`config.mk`:
```
export PLATFORM = sky130hd
export DESIGN_NAME = multicycle_ctrl_fsm
export DESIGN_NICKNAME = d
export VERILOG_FILES = /design/src/rtl/multicycle_ctrl_fsm.sv
export SDC_FILE = /design/constraint.sdc
export NUM_CORES = 1
export LEC_CHECK = 0
export ABC_AREA = 1
export BUFFER_PORTS_ARGS = -buffer_cell sky130_fd_sc_hd__buf_2
export CORE_ASPECT_RATIO = 2
export CORE_UTILIZATION = 54
export CTS_CLUSTER_SIZE = 16
export DETAILED_ROUTE_END_ITERATION = 10
export PLACE_DENSITY_LB_ADDON = 0.1
export SYNTH_ARGS = -nofsm -noshare
export SYNTH_HDL_FRONTEND = slang
export SYNTH_SLANG_ARGS = --single-unit
```
`constraint.sdc`:
```
create_clock -name clk -period 3.3 [get_ports clk]
set_clock_uncertainty 0.15 [all_clocks]
set_input_delay 0.165 -clock clk [delete_from_list [all_inputs] [get_ports clk]]
set_output_delay 0.165 -clock clk [all_outputs]
set_load 0.05 [all_outputs]
```
`src/rtl/multicycle_ctrl_fsm.sv`:
```
// multicycle_ctrl_fsm: RV64I multicycle control sequencer with memory wait states, exception path and halt; define OVERFLOW_EXC_EN to trap on ALU overflow
module multicycle_ctrl_fsm #(
  parameter int MEM_WAIT = 1,
  parameter int STATE_W = 5
) (
  input  logic               clk,
  input  logic               reset,
  input  logic [31:0]        instruction,
  input  logic               alu_overflow,
  output logic               pc_write,
  output logic               pc_write_cond,
  output logic [1:0]         pc_src,
  output logic [2:0]         alu_funct,
  output logic               alu_src_a,
  output logic [1:0]         alu_src_b,
  output logic               load_a,
  output logic               load_b,
  output logic               load_alu_out,
  output logic               load_ir,
  output logic               load_mdr,
  output logic               reg_write,
  output logic [2:0]         mem_to_reg,
  output logic               dmem_write,
  output logic [1:0]         size,
  output logic [1:0]         branch_op,
  output logic [1:0]         shift_ctrl,
  output logic               load_epc,
  output logic               exc_valid,
  output logic [1:0]         exc_cause,
  output logic               halted,
  output logic [STATE_W-1:0] state
);
  typedef enum logic [4:0] {
    FETCH = 5'd0, DECODE, ADDR, EXEC_R, EXEC_I, ALU_WB, MEM_RD, LD_WB, MEM_WR,
    LUI, BRANCH, BR_WAIT, JAL_LINK, JAL_JUMP, SHIFT, SLT, EXC, HALT
  } st_t;
  localparam logic [3:0] LAST = 4'(MEM_WAIT - 1);
  st_t st, nxt;
  logic [3:0] cnt, nxt_cnt;
  logic [1:0] nxt_cause;
  logic nlast, ovf, unused_bits;
  logic [6:0] op, f7;
  logic [2:0] f3;
  logic [5:0] hi6;
  assign op = instruction[6:0];
  assign f3 = instruction[14:12];
  assign f7 = instruction[31:25];
  assign hi6 = instruction[31:26];
  assign nlast = nxt_cnt == LAST;
  assign state = STATE_W'(st);
`ifdef OVERFLOW_EXC_EN
  assign ovf = alu_overflow;
  assign unused_bits = ^instruction[24:15];
`else
  assign ovf = 1'b0;
  assign unused_bits = ^{alu_overflow, instruction[24:15]};
`endif
  always_comb begin
    nxt = st;
    nxt_cnt = 4'd0;
    nxt_cause = 2'b01;
    case (st)
      FETCH, MEM_RD, MEM_WR: begin
        nxt_cnt = cnt == LAST ? 4'd0 : cnt + 4'd1;
        nxt = cnt != LAST ? st : st == FETCH ? DECODE : st == MEM_RD ? LD_WB : FETCH;
      end
      DECODE: case (op)
        7'b0110011: nxt = f7 == 7'b0000000 && (f3 == 3'b000 || f3 == 3'b111) ? EXEC_R :
                          f7 == 7'b0000000 && f3 == 3'b010 ? SLT :
                          f7 == 7'b0100000 && f3 == 3'b000 ? EXEC_R : EXC;
        7'b0010011: nxt = instruction[11:7] == 5'd0 ? FETCH :
                          f3 == 3'b000 ? EXEC_I :
                          (f3 == 3'b001 && hi6 == 6'b000000) ||
                          (f3 == 3'b101 && (hi6 == 6'b000000 || hi6 == 6'b010000)) ? SHIFT :
                          f3 == 3'b010 ? SLT : EXC;
        7'b0000011, 7'b0100011: nxt = ADDR;
        7'b0110111: nxt = LUI;
        7'b1100011: nxt = BRANCH;
        7'b1100111: nxt = f3 == 3'b001 || f3 == 3'b101 || f3 == 3'b100 ? BRANCH : EXC;
        7'b1101111: nxt = JAL_LINK;
        7'b1110011: nxt = HALT;
        default: begin
          nxt = EXC;
          nxt_cause = 2'b00;
        end
      endcase
      ADDR: nxt = !op[5] ? MEM_RD : !f3[2] ? MEM_WR : EXC;
      EXEC_R: begin
        nxt = ovf && f3 == 3'b000 ? EXC : ALU_WB;
        nxt_cause = 2'b10;
      end
      EXEC_I: begin
        nxt = ovf ? EXC : ALU_WB;
        nxt_cause = 2'b10;
      end
      BRANCH, JAL_JUMP: nxt = BR_WAIT;
      JAL_LINK: nxt = JAL_JUMP;
      HALT: nxt = HALT;
      default: nxt = FETCH;
    endcase
  end
  always_ff @(posedge clk) begin
    if (reset) begin
      st <= FETCH;
      cnt <= 4'd0;
      pc_write <= 1'b0;
      pc_write_cond <= 1'b0;
      pc_src <= 2'b00;
      alu_funct <= 3'b000;
      alu_src_a <= 1'b0;
      alu_src_b <= 2'b00;
      load_a <= 1'b0;
      load_b <= 1'b0;
      load_alu_out <= 1'b0;
      load_ir <= 1'b0;
      load_mdr <= 1'b0;
      reg_write <= 1'b0;
      mem_to_reg <= 3'b000;
      dmem_write <= 1'b0;
      size <= 2'b00;
      branch_op <= 2'b00;
      shift_ctrl <= 2'b00;
      load_epc <= 1'b0;
      exc_valid <= 1'b0;
      exc_cause <= 2'b00;
      halted <= 1'b0;
    end else begin
      st <= nxt;
      cnt <= nxt_cnt;
      pc_write <= (nxt == FETCH && nlast) || nxt == JAL_JUMP || nxt == EXC;
      pc_write_cond <= nxt == BRANCH;
      pc_src <= nxt == EXC ? 2'b10 : nxt == BRANCH || nxt == JAL_JUMP ? 2'b01 : 2'b00;
      alu_funct <= nxt == EXEC_R ? (f3 == 3'b111 ? 3'b011 : f7[5] ? 3'b010 : 3'b001) :
                   nxt == BRANCH || nxt == SLT ? 3'b010 :
                   nxt inside {FETCH, DECODE, EXEC_I, ADDR} ? 3'b001 : 3'b000;
      alu_src_a <= nxt inside {EXEC_R, EXEC_I, ADDR, SLT, BRANCH};
      alu_src_b <= nxt == FETCH ? 2'b01 : nxt == DECODE ? 2'b11 :
                   nxt == EXEC_I || nxt == ADDR || (nxt == SLT && !op[5]) ? 2'b10 : 2'b00;
      load_a <= nxt == DECODE;
      load_b <= nxt == DECODE;
      load_alu_out <= nxt inside {DECODE, EXEC_R, EXEC_I, ADDR};
      load_ir <= nxt == FETCH && nlast;
      load_mdr <= nxt == MEM_RD && nlast;
      reg_write <= nxt inside {ALU_WB, SLT, SHIFT, LD_WB, LUI, JAL_LINK};
      mem_to_reg <= nxt == LD_WB ? 3'b001 : nxt == LUI ? 3'b010 : nxt == JAL_LINK ? 3'b011 :
                    nxt == SHIFT ? 3'b100 : nxt == SLT ? 3'b101 : 3'b000;
      dmem_write <= nxt == MEM_WR && nlast;
      size <= nxt == MEM_WR ? ~f3[1:0] : 2'b00;
      branch_op <= nxt != BRANCH ? 2'b00 : f3 == 3'b001 ? 2'b01 : f3 == 3'b101 ? 2'b10 :
                   f3 == 3'b100 ? 2'b11 : 2'b00;
      shift_ctrl <= nxt != SHIFT || !f3[2] ? 2'b00 : instruction[30] ? 2'b10 : 2'b01;
      load_epc <= nxt == EXC;
      exc_valid <= nxt == EXC;
      halted <= nxt == HALT;
      if (nxt == EXC) exc_cause <= nxt_cause;
    end
  end
endmodule

```
==> results by group <==
Place
  – I/O Buffers: between 50 and 60
  – Placed inst area: between 0.002 and 0.0025 sq mm
  – DP HPWL: 3940 microns
  – Post-Place Worst Slack: 1260 ps
  – Routability cong.: 0.874

Setup path
  – Worst path cell trace: dlygate4sd3_1 -> buf_2 -> inv_1 -> nand2_2 -> nor2_1 -> nand3_1 -> nand2_1 -> nand2_1 -> nand3_1 -> nand2_1 -> nand2_4 -> inv_1 -> nor2_1 -> nand2_1 -> and2_1 -> a21oi_1
  – Worst Path Required: 3380 ps
  – Max incr delay on CP: between 500 and 600 ps
  – Reg2reg setup slack: 1180 ps
  – CP Capture Type: register
  – Crit path max fanout: 6
  – R2R cell count: 12
  – Setup CP Type: in2reg
  – CP most frequent cell: nand2_1
  – CP Data Arrival Time: 2280 ps
  – Critical Path Source Type: primary input
  – Max stage delay cell, worst path: dlygate4sd3_1

CTS
  – Hold_buf cts: 3
  – CTS Buf Count: 5
  – Clk sinks: 36
  – Root buffer cell: clkbuf_8
  – Setup repair bufs after CTS: 0
  – Clock H-tree levels: 2
  – Clk_lat worst skew: 290 ps
  – Worst-path clk slew: approximately 70 ps
  – CTS tree: done
  – CTS resizes: 0
  – CTS Buffer Depth: 2

Synthesis
  – Post-Syn Area: around 0.0021 sq mm
  – Distinct cells, synth: 29
  – XOR/XNOR Fraction of Synth Area: 0.00850
  – Yosys reg bits: 36
  – Synth Area in Simple Gates: 0.471
  – Sequential element share of the synthesized area: 0.350
  – Mapped Avg Cell Area: between 6 and 7 sq um
  – Post-synthesis adder-cell area fraction: 0.0121
  – Mux contribution to synthesized area: 0
  – Synth Instances: 325
  – Top_reg_cell synth: dfxtp_1
  – Largest family of logic cells by synthesized area: simple AND/OR/NAND/NOR gates
  – Post-synth ARST share: 0
  – Synth Area in Compound Gates: 0.0400
  – Post-synth EDFFs: 0
  – Syn nets: 362
  – Synth warn: 0

Drt
  – Drt pass-1 iters: 4
  – Met2 Wirelength: 2690 microns
  – DR iter-0 viols: 36
  – Post-route ant nets: 0
  – Routed wire length: 4830 microns
  – Met3 wire length: 193 microns
  – Top Metal Used: met4
  – Drt drc: 0
  – Vias post-DR: about 2.2k
  – WL/cell: 11.1 microns
  – WL met1: 1710 microns
  – Drt via density: 4.94

Timing
  – F_max: 0.453 GHz
  – Worst hold slack: 53.4 ps
  – Slew Limit Fails: 0
  – RSZ-0062 raised after global routing: false
  – Fin crit share: 0.669
  – Fin crit period: ~2200 ps
  – Final hold violations: 0
  – Setup TNS: 0 ps
  – Final setup vio count: 0
  – PnR worst setup slack: 1090 ps

Pwr
  – Switch share: 0.364
  – Comb pwr share: 0.274
  – Clk network pwr share: 0.286
  – Seq pwr share: 0.440
  – Max VDD drop: 232 uV
  – P_leak: around 1.4 nW
  – Power per Cell Area: 427 mW/mm^2
  – Switch Pwr: 0.387 mW
  – Pint: 0.676 mW

Die
  – Die height: about 89 microns
  – Io pins: 71
  – Die footprint: about 0.004 sq mm
  – Die Span X: between 40 and 50 microns
  – Site row count: 31
  – Core area: 0.00365 sq mm
  – Initial Util: 0.566

Cells and area
  – Register area: 721 sq um
  – Fillers: 392
  – Final core utilization: 0.683
  – Antenna Cells: 0
  – Max reg flops: 5
  – Final nets: 423
  – Fraction of layout cells with a size suffix above 1: 0.282
  – Area of the multi-input gates: 0.00110 sq mm
  – P&R area growth vs syn: 20.8%
  – Leading cell type in the layout, fill and taps excluded: nand2_1
  – Finished layout cell area: 0.00249 sq mm
  – Commonest non-fill, non-tap cells in the layout: nand2_1, nor2_1, buf_2

Run status
  – Status: complete, no violations

GRT
  – GRT Resource Usage Total: 0.262
  – Largest net degree at the start of global routing: 18
  – Global-route wire length before repair: 7830 microns
  – Vias in the first global route: 1943
  – GR Overflow Total: 0
  – Initial antenna violation count: 0

Run
  – Max-cap violations: 0

Hold path
  – Hold path cells: 3
  – HP Class: in2reg
-- final timing paths --
check | endpoint | startpoint
max | reg_write$_SDFF_PP0_ | instruction[12]
min | branch_op[1]$_SDFF_PP0_ | instruction[14]
min reg2reg | exc_cause[1]$_SDFFE_PP0P_ | exc_cause[1]$_SDFFE_PP0P_
max reg2reg | alu_src_b[1]$_SDFF_PP0_ | state[3]$_SDFF_PP0_
-- logic make-up (layout without fill, tap and decap cells) --
family / count (synthesis) / in the layout
flops: 36 / 36
xor+xnor: 2 / 2
simple gates: 209 / 209
other cells: 1 / 1
compound gates: 15 / 15
buf+inv: 60 / 122
fa+ha+maj: 2 / 2
-- power groups by stage --
stage	Combinational, mW	Sequential [mW]	Clock, mW
detailed placement	0.288	0.478	0
floorplan	0.143	0.558	0
finish	0.291	0.468	0.304
global route	0.318	0.471	0.326
global placement	0.284	0.477	0
CTS	0.290	0.468	0.307
-- metrics by stage --
step           total power [mW]  instances
2_1_floorplan             0.701        325
3_3_place_gp              0.760        425
3_5_place_dp              0.765        425
4_1_cts                    1.07        436
5_1_grt                    1.11        436
6_report                   1.06        436
-- final cells by class --
class                           count  area share
Timing Repair Buffer               61       0.129
Sequential cell                    36       0.289
Clock buffer                        5      0.0276
Tap cell                           49      0.0246
Inverter                           53      0.0799
Clock inverter                      3     0.00754
Multi-Input combinational cell    229       0.442
-- critical path: cells and delay by family --
kind,cells,cell delay (ps)
buffers and inverters,4,830
and+or+nand+nor,11,1180
AOI/OAI and AO/OA,1,110
-- routing by layer --
layer  track usage  vias up
met1         0.240      945
met3        0.0444       19
met5             0        -
li1              -     1115
met2         0.492       75
met4         0.176        0
-- Yosys cell counts (all sizes together), types with 2 or more instances --
master	n	area [sq um]
nand2	82	338
nor2	76	340
inv	53	199
dfxtp	36	721
nand3	36	205
a21oi	8	43.8
nor3	8	45.0
o21ai	5	25.0
buf	4	30.0
clkbuf	3	11.3
nand4	3	18.8
and2	2	12.5
ha	2	25.0
Power figures use the tool's default switching activity.
